`src/rtl/aip_pkg.sv`:
```
// Shared AIP definitions for the share arbiter slice.
//   AIP_DATA_W / AIP_CONF_W : default AIP data and configuration bus widths
//   state_e                 : arbiter ownership state
//   M0 / M1                 : master index constants (M0 = picosoc, M1 = ipm bridge)
package aip_pkg;

    localparam int unsigned AIP_DATA_W = 32;
    localparam int unsigned AIP_CONF_W = 5;

    typedef enum logic [1:0] {
        IDLE = 2'd0,
        OWN  = 2'd1,
        RUN  = 2'd2
    } state_e;

    localparam logic M0 = 1'b0;
    localparam logic M1 = 1'b1;

endpackage

```
`src/rtl/aip_rr_pick.sv`:
```
// Two-input round-robin pick.
//   req[1:0] : request vector, bit X set when master X wants the IP
//   last     : index of the master that owned the IP most recently
//   winner   : index of the picked master (valid only when valid=1)
//   valid    : at least one request present
module aip_rr_pick
    import aip_pkg::*;
(
    input  logic [1:0] req,
    input  logic       last,
    output logic       winner,
    output logic       valid
);

    always_comb begin
        valid  = |req;
        winner = M0;
        if (req == 2'b11) begin
            // Tie: the master that did not own last time goes first.
            winner = ~last;
        end else if (req[1]) begin
            winner = M1;
        end
    end

endmodule

```
`src/rtl/aip_share_arbiter.sv`:
```
// Shares one AIP slave core between two AIP masters (M0 = picosoc, M1 = ipm
// MCU bridge). The owner's commands are forwarded through one register stage,
// IP read data is broadcast, and the IP interrupt is routed to the master that
// issued start.
//   clk, rst_n                     : clock, synchronous active-low reset
//   mX_conf/read/write/start/data_in : master X command inputs
//   mX_data_out                    : IP read data, broadcast to both masters
//   mX_int_req                     : IP interrupt routed to the start issuer
//   mX_gnt                         : master X currently owns the IP (registered)
//   mX_denied                      : one-cycle pulse, a strobe of master X was dropped
//   ip_conf/read/write/start/data_in : registered commands to the IP core
//   ip_data_out, ip_int_req        : IP read data and level done interrupt
//   timeout_err                    : one-cycle pulse when RUN times out
module aip_share_arbiter
    import aip_pkg::*;
#(
    parameter int unsigned DATA_W      = AIP_DATA_W,
    parameter int unsigned CONF_W      = AIP_CONF_W,
    parameter int unsigned HOLD_CYCLES = 16,
    parameter int unsigned RUN_TIMEOUT = 0
) (
    input  logic              clk,
    input  logic              rst_n,
    input  logic [CONF_W-1:0] m0_conf,
    input  logic [CONF_W-1:0] m1_conf,
    input  logic              m0_read,
    input  logic              m1_read,
    input  logic              m0_write,
    input  logic              m1_write,
    input  logic              m0_start,
    input  logic              m1_start,
    input  logic [DATA_W-1:0] m0_data_in,
    input  logic [DATA_W-1:0] m1_data_in,
    output logic [DATA_W-1:0] m0_data_out,
    output logic [DATA_W-1:0] m1_data_out,
    output logic              m0_int_req,
    output logic              m1_int_req,
    output logic              m0_gnt,
    output logic              m1_gnt,
    output logic              m0_denied,
    output logic              m1_denied,
    output logic [CONF_W-1:0] ip_conf,
    output logic              ip_read,
    output logic              ip_write,
    output logic              ip_start,
    output logic [DATA_W-1:0] ip_data_in,
    input  logic [DATA_W-1:0] ip_data_out,
    input  logic              ip_int_req,
    output logic              timeout_err
);

    localparam int unsigned HOLD_W = (HOLD_CYCLES > 1) ? $clog2(HOLD_CYCLES) : 1;
    localparam int unsigned RUN_W  = (RUN_TIMEOUT > 1) ? $clog2(RUN_TIMEOUT) : 1;
    localparam logic [HOLD_W-1:0] HOLD_MAX = HOLD_W'(HOLD_CYCLES - 1);
    // With the timeout disabled the run counter just saturates at all-ones.
    localparam logic [RUN_W-1:0]  RUN_MAX  = (RUN_TIMEOUT == 0) ? '1 : RUN_W'(RUN_TIMEOUT - 1);
    localparam bit                TO_EN    = (RUN_TIMEOUT != 0);

    state_e             state_q, state_d;
    logic               owner_q, owner_d;
    logic               last_owner_q, last_owner_d;
    logic               int_owner_q, int_owner_d;
    logic [HOLD_W-1:0]  hold_cnt_q, hold_cnt_d;
    logic [RUN_W-1:0]   run_cnt_q, run_cnt_d;
    logic [CONF_W-1:0]  ip_conf_q, ip_conf_d;
    logic [DATA_W-1:0]  ip_data_in_q, ip_data_in_d;
    logic               ip_read_q, ip_read_d;
    logic               ip_write_q, ip_write_d;
    logic               ip_start_q, ip_start_d;
    logic [1:0]         gnt_q, gnt_d;
    logic [1:0]         denied_q, denied_d;
    logic               timeout_err_q, timeout_err_d;

    logic [1:0] rd_v, wr_v, st_v, act_v;
    logic       pick_winner, pick_valid;
    logic       fwd, sel;

    assign rd_v  = {m1_read,  m0_read};
    assign wr_v  = {m1_write, m0_write};
    assign st_v  = {m1_start, m0_start};
    assign act_v = rd_v | wr_v | st_v;

    aip_rr_pick u_pick (
        .req    (act_v),
        .last   (last_owner_q),
        .winner (pick_winner),
        .valid  (pick_valid)
    );

    always_comb begin
        state_d       = state_q;
        owner_d       = owner_q;
        last_owner_d  = last_owner_q;
        int_owner_d   = int_owner_q;
        hold_cnt_d    = hold_cnt_q;
        run_cnt_d     = run_cnt_q;
        ip_conf_d     = ip_conf_q;
        ip_data_in_d  = ip_data_in_q;
        ip_read_d     = 1'b0;
        ip_write_d    = 1'b0;
        ip_start_d    = 1'b0;
        denied_d      = '0;
        timeout_err_d = 1'b0;
        fwd           = 1'b0;
        sel           = owner_q;

        unique case (state_q)
            IDLE: begin
                // Grant on the same edge so the first strobe is captured, not lost.
                if (pick_valid) begin
                    fwd        = 1'b1;
                    sel        = pick_winner;
                    owner_d    = pick_winner;
                    hold_cnt_d = '0;
                    run_cnt_d  = '0;
                    if (st_v[pick_winner]) begin
                        state_d     = RUN;
                        int_owner_d = pick_winner;
                    end else begin
                        state_d = OWN;
                    end
                end
            end
            OWN: begin
                fwd = 1'b1;
                if (act_v[owner_q]) begin
                    hold_cnt_d = '0;
                    if (st_v[owner_q]) begin
                        state_d     = RUN;
                        int_owner_d = owner_q;
                        run_cnt_d   = '0;
                    end
                end else if (hold_cnt_q == HOLD_MAX) begin
                    state_d      = IDLE;
                    last_owner_d = owner_q;
                end else begin
                    hold_cnt_d = hold_cnt_q + 1'b1;
                end
            end
            RUN: begin
                fwd = 1'b1;
                if (ip_int_req) begin
                    state_d    = OWN;
                    hold_cnt_d = '0;
                end else if (TO_EN && (run_cnt_q == RUN_MAX)) begin
                    state_d       = OWN;
                    hold_cnt_d    = '0;
                    timeout_err_d = 1'b1;
                end else if (run_cnt_q != RUN_MAX) begin
                    run_cnt_d = run_cnt_q + 1'b1;
                end
            end
            default: state_d = IDLE;
        endcase

        // One shared forwarding path: the selected master drives the IP,
        // the other master's strobes are reported as denied.
        if (fwd) begin
            ip_read_d      = rd_v[sel];
            ip_write_d     = wr_v[sel];
            ip_start_d     = st_v[sel];
            ip_conf_d      = sel ? m1_conf    : m0_conf;
            ip_data_in_d   = sel ? m1_data_in : m0_data_in;
            denied_d[~sel] = act_v[~sel];
        end

        gnt_d = '0;
        if (state_d != IDLE) begin
            gnt_d[M1] = (owner_d == M1);
            gnt_d[M0] = (owner_d == M0);
        end
    end

    always_ff @(posedge clk) begin
        if (!rst_n) begin
            state_q       <= IDLE;
            owner_q       <= M0;
            last_owner_q  <= M1;
            int_owner_q   <= M0;
            hold_cnt_q    <= '0;
            run_cnt_q     <= '0;
            ip_conf_q     <= '0;
            ip_data_in_q  <= '0;
            ip_read_q     <= 1'b0;
            ip_write_q    <= 1'b0;
            ip_start_q    <= 1'b0;
            gnt_q         <= '0;
            denied_q      <= '0;
            timeout_err_q <= 1'b0;
        end else begin
            state_q       <= state_d;
            owner_q       <= owner_d;
            last_owner_q  <= last_owner_d;
            int_owner_q   <= int_owner_d;
            hold_cnt_q    <= hold_cnt_d;
            run_cnt_q     <= run_cnt_d;
            ip_conf_q     <= ip_conf_d;
            ip_data_in_q  <= ip_data_in_d;
            ip_read_q     <= ip_read_d;
            ip_write_q    <= ip_write_d;
            ip_start_q    <= ip_start_d;
            gnt_q         <= gnt_d;
            denied_q      <= denied_d;
            timeout_err_q <= timeout_err_d;
        end
    end

    assign m0_data_out = ip_data_out;
    assign m1_data_out = ip_data_out;
    assign m0_int_req  = ip_int_req & (int_owner_q == M0);
    assign m1_int_req  = ip_int_req & (int_owner_q == M1);
    assign m0_gnt      = gnt_q[M0];
    assign m1_gnt      = gnt_q[M1];
    assign m0_denied   = denied_q[M0];
    assign m1_denied   = denied_q[M1];
    assign ip_conf     = ip_conf_q;
    assign ip_data_in  = ip_data_in_q;
    assign ip_read     = ip_read_q;
    assign ip_write    = ip_write_q;
    assign ip_start    = ip_start_q;
    assign timeout_err = timeout_err_q;

endmodule

```
`config.mk`:
```
export PLATFORM = sky130hd
export DESIGN_NAME = aip_share_arbiter
export DESIGN_NICKNAME = d
export VERILOG_FILES = /design/src/rtl/aip_pkg.sv /design/src/rtl/aip_rr_pick.sv /design/src/rtl/aip_share_arbiter.sv
export SDC_FILE = /design/constraint.sdc
export NUM_CORES = 1
export LEC_CHECK = 0
export ABC_CLOCK_PERIOD_IN_PS = 1800
export CELL_PAD_IN_SITES_DETAIL_PLACEMENT = 1
export CELL_PAD_IN_SITES_GLOBAL_PLACEMENT = 1
export CORE_MARGIN = 5
export CORE_UTILIZATION = 21
export CTS_BUF_LIST = sky130_fd_sc_hd__clkbuf_16
export CTS_CLUSTER_DIAMETER = 40
export DETAILED_ROUTE_END_ITERATION = 6
export HOLD_SLACK_MARGIN = 0.02
export PLACE_DENSITY = 0.75
export SLEW_MARGIN = 20
export SYNTH_ARGS = -nofsm -noshare
export SYNTH_HDL_FRONTEND = slang
export SYNTH_SLANG_ARGS = --single-unit
export TNS_END_PERCENT = 20
```
`constraint.sdc`:
```
create_clock -name clk -period 1.8 [get_ports clk]
set_clock_uncertainty 0.2 [all_clocks]
set_input_delay 0.27 -clock clk [delete_from_list [all_inputs] [get_ports clk]]
set_output_delay 0.27 -clock clk [all_outputs]
set_load 0.005 [all_outputs]
```
==> results.tsv, run 1 <==
stage	metric	value	unit
synth	Mapped Area	0.003070	sq mm
timing	final worst path period share	1.098	
clock_network	Num Clock Sinks	53	
clock_network	clock root buffer	clkbuf_16	
synth	Syn Nets	468	
synth	Post-synth ARST share	0	
final_layout	Filler Cell Count	1668	
clock_network	CTS tree	done	
routing	via count	2863	
final_layout	Area Growth Syn to Fin	58.88	%
grt	All-Layer GR Usage	0.1252	
clock_network	total CTS buffers	5	
routing	DRC violations left	0	
placed_design	PortBufs	128	
pwr	leakage power	1.955	nW
hold_path	HP Start	m1_read	
worst_setup_path	FF-to-FF Start	owner_q	
placed_design	GPL Wtd Cong	0.8015	
timing	minimum clock period	1.977	ns
synth	EDFF count, synth	0	
worst_setup_path	arrival time worst endpoint	1.96	ns
floorplanning	full die area	0.01714	sq mm
worst_setup_path	critical path class	reg2reg	
synth	sequential share of the synthesized area	0.3456	
final_layout	layout net count	567	
pwr	Max VDD drop	497.8	uV
final_layout	share of post-route cells with drive strength above 1	0.2388	
floorplanning	core area	0.01442	sq mm
clock_network	htree depth	2	
grt	first-pass GRT wire length	16.58	mm
synth	ys flop type	dfxtp_1	
routing	final wirelength	11.17	mm
worst_setup_path	Reg2Reg Setup Slack	-0.18	ns
grt	vias in the first global route	3230	
placed_design	# placed instances	606	
clock_network	clock insertion delay at the later pin of the skew report	0.30	ns
worst_setup_path	crit-path max FO	6	
final_layout	Core Util, Final	0.3382	
floorplanning	DIE HEIGHT	130.9	microns
clock_network	deepest clock path buffer count	2	
hold_path	Hold Path Class	in2reg	
timing	Final Hold Fails	0	
synth	Synth Register Bits	53	
clock_network	Worst-path clk slew	0.07	ns
floorplanning	chip width	130.9	microns
routing	1st-pass router iterations	4	
worst_setup_path	critical path launch point type	flop	
routing	post-route ant nets	0	
timing	smallest hold slack	0.1531	ns
floorplanning	I/O pins	226	
timing	fin worst setup slack	-0.1769	ns
grt	GRT overflow	0	
grt	largest net degree at the start of global routing	33	
synth	area share of the largest cell type after synthesis	0.3456	
worst_setup_path	Critical Path End Type	flop	
placed_design	post-DP HPWL	7.687	mm
synth	Post-Syn Instances	348	
routing	Iter 0 DRT Violations	62	
final_layout	# diodes	0	
synth	synthesized area per cell	8.823	sq um
synth	post-synth cell types	47	
synth	area leader, netlist	dfxtp_1	
synth	synth warn	0	
timing	final setup fails	35	
floorplanning	row cnt	44	
final_layout	Finished Layout Cells	632	
status	status	complete, but fails checks	
grt	initial antenna violation count	0	
worst_setup_path	CP Data Required Time	1.79	ns
worst_setup_path	CP startpoint	owner_q	
timing	FMAX	505.8	MHz
flow_run	MaxCap Viol Count	0	
timing	unrepaired setup endpoints after global routing	true	
pwr	Pwr per Cell Area	1050	mW/mm^2
timing	Pins Over Slew Limit	0	
routing	Vias/cell	4.530	
status	failing checks	negative setup slack	
routing	WL/cell	17.67	microns
floorplanning	Initial Util	0.2129	
synth	largest cells by area after synthesis	dfxtp_1 (35%), buf_4 (16%), mux2i_1 (13%)	
==> worst paths after layout <==
kind,endpoint,depth (start not counted)
setup reg to reg,gnt_q[1],5
hold / removal,ip_read,3
setup / recovery,gnt_q[1],5
hold reg to reg,hold_cnt_q[0],2
==> through the flow <==
stage	total power, mW	setup WS [ns]	area (sq um)	setup TNS (ns)
after floorplan	2.590	-0.07504	3094	-0.8897
after global placement	3.400	-0.6319	4237	-29.50
after detailed placement	3.456	-0.7028	4237	-32.60
after CTS	5.037	-0.1757	4715	-4.522
after global routing	5.435	-0.2589	4878	-3.645
final	5.120	-0.1769	4878	-1.776
==> worst max-delay path, cell delays in order (launching register included) <==
cell	delay, ns
dfxtp_4	0.38
or4b_4	0.50
a211oi_4	0.31
o221ai_2	0.13
a211oi_2	0.25
nor3_1	0.09
==> placed cells by master (no fill, tap or decap), types with 2 or more instances in the layout <==
cell             netlist  layout
nor2_1                14      13
mux2i_1               40      30
clkdlybuf4s50_1        0     121
nand2_1                7       7
buf_12                 4       6
o22ai_1                3       2
inv_1                  6       4
clkinvlp_4             0       3
dfxtp_4                0       2
a21oi_1               43      37
inv_4                  0       2
buf_16                 0       7
nor2b_1                2       2
nor4_1                 2       2
a21oi_2                0       5
dfxtp_2                0       2
nor3_1                 5       4
dfxtp_1               53      49
clkbuf_16              0       6
clkbuf_2               0       3
nand3_1                3       2
or3_4                  1       2
o21ai_2                0       3
buf_4                 65      30
mux2i_2                0       9
buf_6                  1       5
ha_1                   5       3
o21ai_0               48      35
o21ai_1                1      11
==> power breakdown <==
| part | switching (mW) | internal [mW] | total [mW] |
|---|---|---|---|
| Sequential | 0.142 | 1.43 | 1.57 |
| Clock | 0.472 | 0.516 | 0.988 |
| Combinational | 1.04 | 1.52 | 2.56 |
==> final cells by class <==
type	instances	area [sq um]	area share
Clock inverter	3	22.52	0.004617
Tap cell	184	230.2	0.04719
Inverter	6	27.53	0.005642
Multi-Input combinational cell	204	1518	0.3111
Sequential cell	53	1071	0.2195
Timing Repair Buffer	177	1884	0.3863
Clock buffer	5	125.1	0.02565
==> cells in the mapped netlist (all sizes together), types with 2 or more instances <==
cell type and number:
buf 74, nor3b 2, o21ai 49, a311oi 2, clkbuf 11, nand2b 2
a21oi 43, nand2 7, nor4 2, inv 6, nor2b 2, nand3 3
o22ai 3, ha 5, nor3 5, nor2 14, a211oi 2, or3 2
mux2i 40, dfxtp 53
==> flip-flops by register name, indices dropped and copies added, names as in the netlist <==
name          flops
denied_q          2
state_q           2
ip_conf           5
last_owner_q      1
ip_start          1
ip_read           1
owner_q           1
int_owner_q       1
ip_data_in       32
ip_write          1
hold_cnt_q        4
gnt_q             2
==> metal layers <==
layer | global-route usage | wire length, microns | share of wire | vias up
li1 | - | - | - | 1365
met1 | 0.1381 | 4344 | 0.39 | 1372
met2 | 0.2177 | 5686 | 0.51 | 102
met3 | 0.05163 | 943 | 0.084 | 24
met4 | 0.04235 | 192 | 0.017 | 0
met5 | 0 | 0 | 0 | -
==> what timing repair did <==
action,in CTS,in global routing
pin swaps,7,35
hold buffers,0,0
gates cloned,6,1
setup endpoints to repair,55,53
setup buffers,6,7
resized for setup,30,58
==> kinds of logic after synthesis <==
| group | synth area share |
|---|---|
| and+or+nand+nor | 0.08069 |
| AOI/OAI and AO/OA | 0.1989 |
| buffers and inverters | 0.2192 |
| DFF | 0.3456 |
| muxes | 0.1341 |
| other | 0.001221 |
| adders and majority gates | 0.02037 |
Power figures use the tool's default switching activity.
==> run 2, diff against run 1 <==
- ABC_CLOCK_PERIOD_IN_PS: 1800 -> unset
- CELL_PAD_IN_SITES_DETAIL_PLACEMENT: 1 -> unset
- CELL_PAD_IN_SITES_GLOBAL_PLACEMENT: 1 -> unset
- CORE_UTILIZATION: 21 -> 31
- PLACE_DENSITY: 0.75 -> 0.77
- SYNTH_HIERARCHICAL: unset -> 1
==> run 2 against run 1 <==
The run still ends with negative setup slack left. Routed wire length decreased by 18%. Synthesized area shrank 3.5%. Critical path depth increased by 1. Sequential share of layout area is 0.57 points higher. Worst hold slack worse by 0.053 ns. Sequential power barely moved. Synthesized cell count is 5.5% lower. Critical path type unchanged. Critical endpoint is now hold_cnt_q[0]. Largest cell class unchanged. Highest routed layer unchanged.
==> results.tsv, run 2 <==
stage	metric	value	unit	change
clock_network	Worst-path clk slew	0.07	ns	about the same
timing	fin worst setup slack	-0.2101	ns	-0.03322 ns
floorplanning	DIE HEIGHT	107.8	microns	-18%
worst_setup_path	CP startpoint	state_q[0]		
floorplanning	I/O pins	226		unchanged
placed_design	post-DP HPWL	6.063	mm	-21%
grt	initial antenna violation count	0		unchanged
timing	Final Hold Fails	0		unchanged
synth	Synth Register Bits	53		unchanged
final_layout	number of flip-flops in the largest register	32		unchanged
pwr	Pwr per Cell Area	1013	mW/mm^2	-3.5%
synth	post-synth cell types	37		-21%
floorplanning	chip width	107.8	microns	-18%
worst_setup_path	critical path class	reg2reg		
synth	Post-synth top cells	buf_4 (69), dfxtp_1 (53), mux2i_1 (44), nor2_1 (44), a211oi_1 (40)		
synth	Mapped Area	0.002964	sq mm	-3.5%
timing	FMAX	497.5	MHz	-1.7%
hold_path	Hold Path Class	in2reg		
final_layout	Filler Cell Count	872		-48%
grt	first-pass GRT wire length	13.94	mm	-16%
final_layout	Multi-input gate area	0.001439	sq mm	-5.2%
worst_setup_path	crit-path max FO	6		unchanged
clock_network	clock insertion delay at the later pin of the skew report	0.29	ns	about the same
final_layout	commonest non-fill, non-tap cells in the layout	clkdlybuf4s50_1 (121), dfxtp_1 (50), nor2_1 (44)		
clock_network	Num Clock Sinks	53		unchanged
clock_network	htree depth	2		unchanged
routing	via count	2667		-6.8%
pwr	leakage power	2.055	nW	+5.1%
synth	area share of the largest cell type after synthesis	0.3580		+0.01240
grt	All-Layer GR Usage	0.1510		+0.02586
floorplanning	Initial Util	0.3193		+0.1064
grt	largest net degree at the start of global routing	42		+27%
grt	vias in the first global route	2862		-11%
clock_network	clock root buffer	clkbuf_16		
synth	synth warn	6		+6
timing	final setup fails	48		+37%
synth	synthesized area per cell	9.009	sq um	+2.1%
synth	Syn Nets	449		-4.1%
synth	area leader, netlist	dfxtp_1		
synth	largest cells by area after synthesis	dfxtp_1 (36%), buf_4 (17%), mux2i_1 (15%)		
routing	post-route ant nets	0		unchanged
routing	Vias/cell	4.754		+4.9%
worst_setup_path	FF-to-FF Start	state_q[0]		
flow_run	MaxCap Viol Count	0		unchanged
final_layout	layout net count	552		-2.6%
timing	Pins Over Slew Limit	0		unchanged
clock_network	total CTS buffers	5		unchanged
status	status	complete, but fails checks		
routing	DRC violations left	0		unchanged
worst_setup_path	critical path launch point type	flop		
timing	smallest hold slack	0.1000	ns	-0.05311 ns
clock_network	CTS tree	done		
routing	Iter 0 DRT Violations	77		+24%
synth	ys flop type	dfxtp_1		
final_layout	share of post-route cells with drive strength above 1	0.2130		-0.02588
clock_network	# hold bufs at CTS	0		unchanged
routing	1st-pass router iterations	4		unchanged
synth	sequential share of the synthesized area	0.3580		+0.01240
floorplanning	row cnt	35		-20%
clock_network	deepest clock path buffer count	2		unchanged
final_layout	Core Util, Final	0.5104		+0.1722
timing	final worst path period share	1.117		+0.01846
placed_design	PortBufs	128		unchanged
final_layout	Area Growth Syn to Fin	59.86	%	
hold_path	HP Start	m1_start		
status	failing checks	negative setup slack		
routing	final wirelength	9.142	mm	-18%
pwr	Max VDD drop	458.4	uV	-7.9%
timing	unrepaired setup endpoints after global routing	true		
floorplanning	core area	0.009284	sq mm	-36%
floorplanning	full die area	0.01162	sq mm	-32%
synth	EDFF count, synth	0		unchanged
final_layout	register area	0.001067	sq mm	-0.35%
worst_setup_path	CP Data Required Time	1.83	ns	+0.04 ns
timing	minimum clock period	2.010	ns	+0.03322 ns
routing	WL/cell	16.30	microns	-7.8%
grt	GRT overflow	0		unchanged
final_layout	# diodes	0		unchanged
worst_setup_path	Critical Path End Type	flop		
final_layout	commonest non-fill, non-tap cell in the layout	clkdlybuf4s50_1		
synth	cell with the most instances after synthesis	buf_4		
worst_setup_path	arrival time worst endpoint	2.04	ns	+0.08 ns
synth	Post-synth ARST share	0		unchanged
synth	Post-Syn Instances	329		-5.5%
placed_design	GPL Wtd Cong	0.7942		-0.91%
[run 2: logic make-up (layout without fill, tap and decap cells)]
kind of cell,Yosys count,count (layout),synth area share
DFF,53,53,0.3580
AOI/OAI and AO/OA,65,65,0.1532
adders and majority gates,5,5,0.02111
muxes,44,44,0.1486
buffers and inverters,91,194,0.2039
and+or+nand+nor,70,70,0.1140
other,1,1,0.001265
[run 2: critical path: stages, from the launching register on]
cell and delay (ns):
dfxtp_2 0.34, inv_2 0.07, ha_4 0.17, nor2b_1 0.15, or3_4 0.37, or4b_4 0.53
a21oi_2 0.12
[run 2: cell type report]
cell class                      instances  area share
Inverter                                8    0.006337
Timing Repair Buffer                  179      0.3969
Clock inverter                          2    0.007394
Tap cell                              129     0.03406
Sequential cell                        53      0.2252
Clock buffer                            5     0.02641
Multi-Input combinational cell        185      0.3037
[run 2: stage by stage]
stage	cell area (sq um)	setup WS [ns]	setup TNS (ns)	instances	total power, mW
after floorplan	3003	-0.2515	-9.553	329	2.476
after global placement	4151	-0.7928	-36.82	532	3.311
after detailed placement	4151	-0.8331	-38.29	532	3.349
after CTS	4609	-0.1965	-3.987	559	4.752
after global routing	4738	-0.2789	-8.559	561	5.065
final	4738	-0.2101	-4.734	561	4.798
[run 2: repair_timing]
item / 4_1_cts / 5_1_grt
setup endpoints to repair: 54 / 52
resized for setup: 40 / 27
pin swaps: 22 / 20
gates cloned: 5 / 0
endpoints found under the hold margin: 0 / 0
buffers inserted: 15 / 2
[run 2: path summary, 6_finish.rpt]
path / endpoint / slack [ns] / cells past startpoint
setup / recovery: hold_cnt_q[0] / -0.21 / 6
hold / removal: ip_start / 0.10 / 3
setup reg to reg: hold_cnt_q[0] / -0.21 / 6
hold reg to reg: ip_data_in[0] / 0.30 / 2
[run 2: layer usage]
metal	vias up	GRT usage	share of wire	routed length [microns]
met4	0	0.05050	0.011	101
met5	-	0	0	0
li1	1291	-	-	-
met2	83	0.2718	0.52	4790
met1	1276	0.1721	0.41	3722
met3	17	0.03899	0.058	528
[run 2: power breakdown]
| part | total (mW) | leakage (nW) | internal (mW) | switching [mW] |
|---|---|---|---|---|
| registers | 1.56 | 0.441 | 1.43 | 0.131 |
| logic | 2.15 | 1.53 | 1.29 | 0.862 |
| clock network | 1.08 | 0.0797 | 0.647 | 0.437 |
==> run 3, diff against run 2 <==
- GPL_TIMING_DRIVEN: unset -> 0
- SETUP_SLACK_MARGIN: unset -> 0.02
==> run 3 against run 2 <==
The flow still finishes with violations (negative setup slack). Register-to-register slack got worse by 0.04 ns. Setup slack got worse by 0.040 ns. Critical path depth rose by 5. Sequential share of layout area fell by 4.1 points. Clock power fell by 16%. Non-clock buffer count rose by 125. First-iteration DRC count fell by 16%. Routed wire length rose by 18%. Fmax fell by 1.9%. Largest power group unchanged.
==> results.tsv, run 3 (synthesized netlist as in run 2, its figures left out) <==
stage	metric	value	unit	change
worst_setup_path	CP dominant cell by count	buf_12		
final_layout	number of flip-flops in the largest register	32		unchanged
placed_design	Post-DP Area	0.005086	sq mm	+23%
grt	first-pass GRT wire length	16.36	mm	+17%
worst_setup_path	CP max-delay cell	or2_4		
floorplanning	core area	0.009284	sq mm	unchanged
floorplanning	chip width	107.8	microns	unchanged
timing	Least-Margin Pin Slew	0.5014	ns	
timing	Max-slew headroom	0.6657		
timing	final worst path period share	1.139		+0.02207
timing	Final Hold Fails	0		unchanged
status	status	complete, but fails checks		
grt	All-Layer GR Usage	0.1744		+0.02338
floorplanning	Initial Util	0.3193		unchanged
floorplanning	full die area	0.01162	sq mm	unchanged
final_layout	# diodes	0		unchanged
final_layout	design area	0.005797	sq mm	+22%
placed_design	GPL Wtd Cong	0.8320		+4.8%
final_layout	Core Util, Final	0.6244		+0.1140
placed_design	post-DP HPWL	8.117	mm	+34%
worst_setup_path	cell chain of the critical path	buf_12, nor3_4, inv_2, or2_4, nand2_4, mux2i_2, buf_6, buf_12, buf_12, mux2i_2, a211oi_2		
timing	unrepaired setup endpoints after global routing	true		
hold_path	Hold Path Class	in2reg		
timing	Pins Over Slew Limit	0		unchanged
clock_network	clock root buffer	clkbuf_16		
pwr	Final Power	4.825	mW	+0.56%
routing	Vias/cell	4.597		-3.3%
final_layout	Filler Cell Count	755		-13%
routing	final wirelength	10.76	mm	+18%
clock_network	CTS tree	done		
timing	final setup fails	50		+4.2%
floorplanning	row cnt	35		unchanged
grt	largest net degree at the start of global routing	16		-62%
clock_network	Worst-path clk slew	0.07	ns	about the same
worst_setup_path	CP max stage delay	0.27	ns	-0.26 ns
placed_design	PortBufs	192		+50%
routing	post-route ant nets	0		unchanged
worst_setup_path	arrival time worst endpoint	2.00	ns	-0.04 ns
timing	Setup TNS Final	-8.430	ns	-3.696 ns
routing	via count	3158		+18%
flow_run	MaxCap Viol Count	0		unchanged
final_layout	share of post-route cells with drive strength above 1	0.2957		+0.08274
timing	FMAX	487.8	MHz	-1.9%
placed_design	dpl ws	-1.140	ns	-0.3064 ns
worst_setup_path	critical path class	in2reg		
worst_setup_path	critical path launch point type	input pin		
clock_network	clock insertion delay at the later pin of the skew report	0.28	ns	about the same
final_layout	commonest non-fill, non-tap cell in the layout	clkdlybuf4s50_1		
pwr	Pwr per Cell Area	832.4	mW/mm^2	-18%
grt	vias in the first global route	3472		+21%
grt	initial antenna violation count	0		unchanged
routing	WL/cell	15.66	microns	-3.9%
timing	minimum clock period	2.050	ns	+0.03973 ns
grt	GRT overflow	0		unchanged
worst_setup_path	crit-path max FO	5		-1
worst_setup_path	CP Data Required Time	1.75	ns	-0.08 ns
status	failing checks	negative setup slack		
pwr	Max VDD drop	535.5	uV	+17%
timing	smallest hold slack	0.05135	ns	-0.04866 ns
routing	1st-pass router iterations	4		unchanged
timing	fin worst setup slack	-0.2499	ns	-0.03973 ns
floorplanning	DIE HEIGHT	107.8	microns	unchanged
clock_network	total CTS buffers	5		unchanged
clock_network	# hold bufs at CTS	0		unchanged
pwr	leakage power	2.501	nW	+22%
clock_network	htree depth	2		unchanged
routing	Iter 0 DRT Violations	65		-16%
final_layout	Finished Layout Cells	687		+22%
final_layout	Area Growth Syn to Fin	95.57	%	
worst_setup_path	CP Buf/Inv Count	5		+4
clock_network	deepest clock path buffer count	2		unchanged
floorplanning	I/O pins	226		unchanged
placed_design	# placed instances	650		+22%
worst_setup_path	Reg2Reg Setup Slack	-0.25	ns	-0.04 ns
worst_setup_path	Critical Path End Type	flop		
clock_network	Num Clock Sinks	53		unchanged
worst_setup_path	CP top delay family	buffers and inverters		
final_layout	layout net count	677		+23%
routing	DRC violations left	0		unchanged
final_layout	commonest non-fill, non-tap cells in the layout	clkdlybuf4s50_1 (185), buf_4 (91), dfxtp_1 (51)		
## run 3: cell count changes in the layout (fill, tap and decap cells not counted), sizes merged
| cell | before | now |
|---|---|---|
| clkdlybuf4s50 | 121 | 185 |
| buf | 56 | 110 |
| bufinv | 1 | 0 |
| clkbuf | 5 | 13 |
| bufbuf | 1 | 0 |
| clkinv | 1 | 3 |
## run 3: repair_timing
action,in CTS,in global routing
hold endpoints to repair,0,0
gates resized for setup,83,32
gates cloned,3,0
pin swaps,34,21
setup buffers,31,1
endpoints found under the setup margin,54,53
## run 3: path summary, 6_finish.rpt
kind                       from       endpoint  depth (start not counted)
setup / recovery       m1_start     ip_conf[2]                         11
hold / removal         m1_start       ip_start                          3
setup reg to reg     state_q[1]  hold_cnt_q[0]                          6
hold reg to reg   hold_cnt_q[1]  hold_cnt_q[1]                          2
## run 3: power by group
group / total (mW) / internal [mW] / switching [mW]
sequential: 1.57 / 1.43 / 0.139
clock: 0.909 / 0.504 / 0.405
combinational: 2.35 / 1.42 / 0.932
## run 3: tightest hold or removal path, stage by stage
cell	delay, ns
buf_12	0.09
mux2i_1	0.07
nor2_1	0.07
## run 3: area by class of cell
class	count	area [sq um]	area share
Clock buffer	5	125.1	0.02158
Tap cell	129	161.4	0.02784
Clock inverter	3	12.51	0.002158
Inverter	8	32.53	0.005612
Timing Repair Buffer	224	2266	0.3909
Buffer	80	604.3	0.1043
Sequential cell	53	1069	0.1843
Multi-Input combinational cell	185	1526	0.2633
## run 3: metal layers
layer  track usage  up-vias  routed length [microns]
li1              -     1541                        -
met1        0.1826     1448                     3864
met2        0.3242      153                     5722
met3       0.06059       16                      967
met4       0.05410        0                      206
met5             0        -                        0
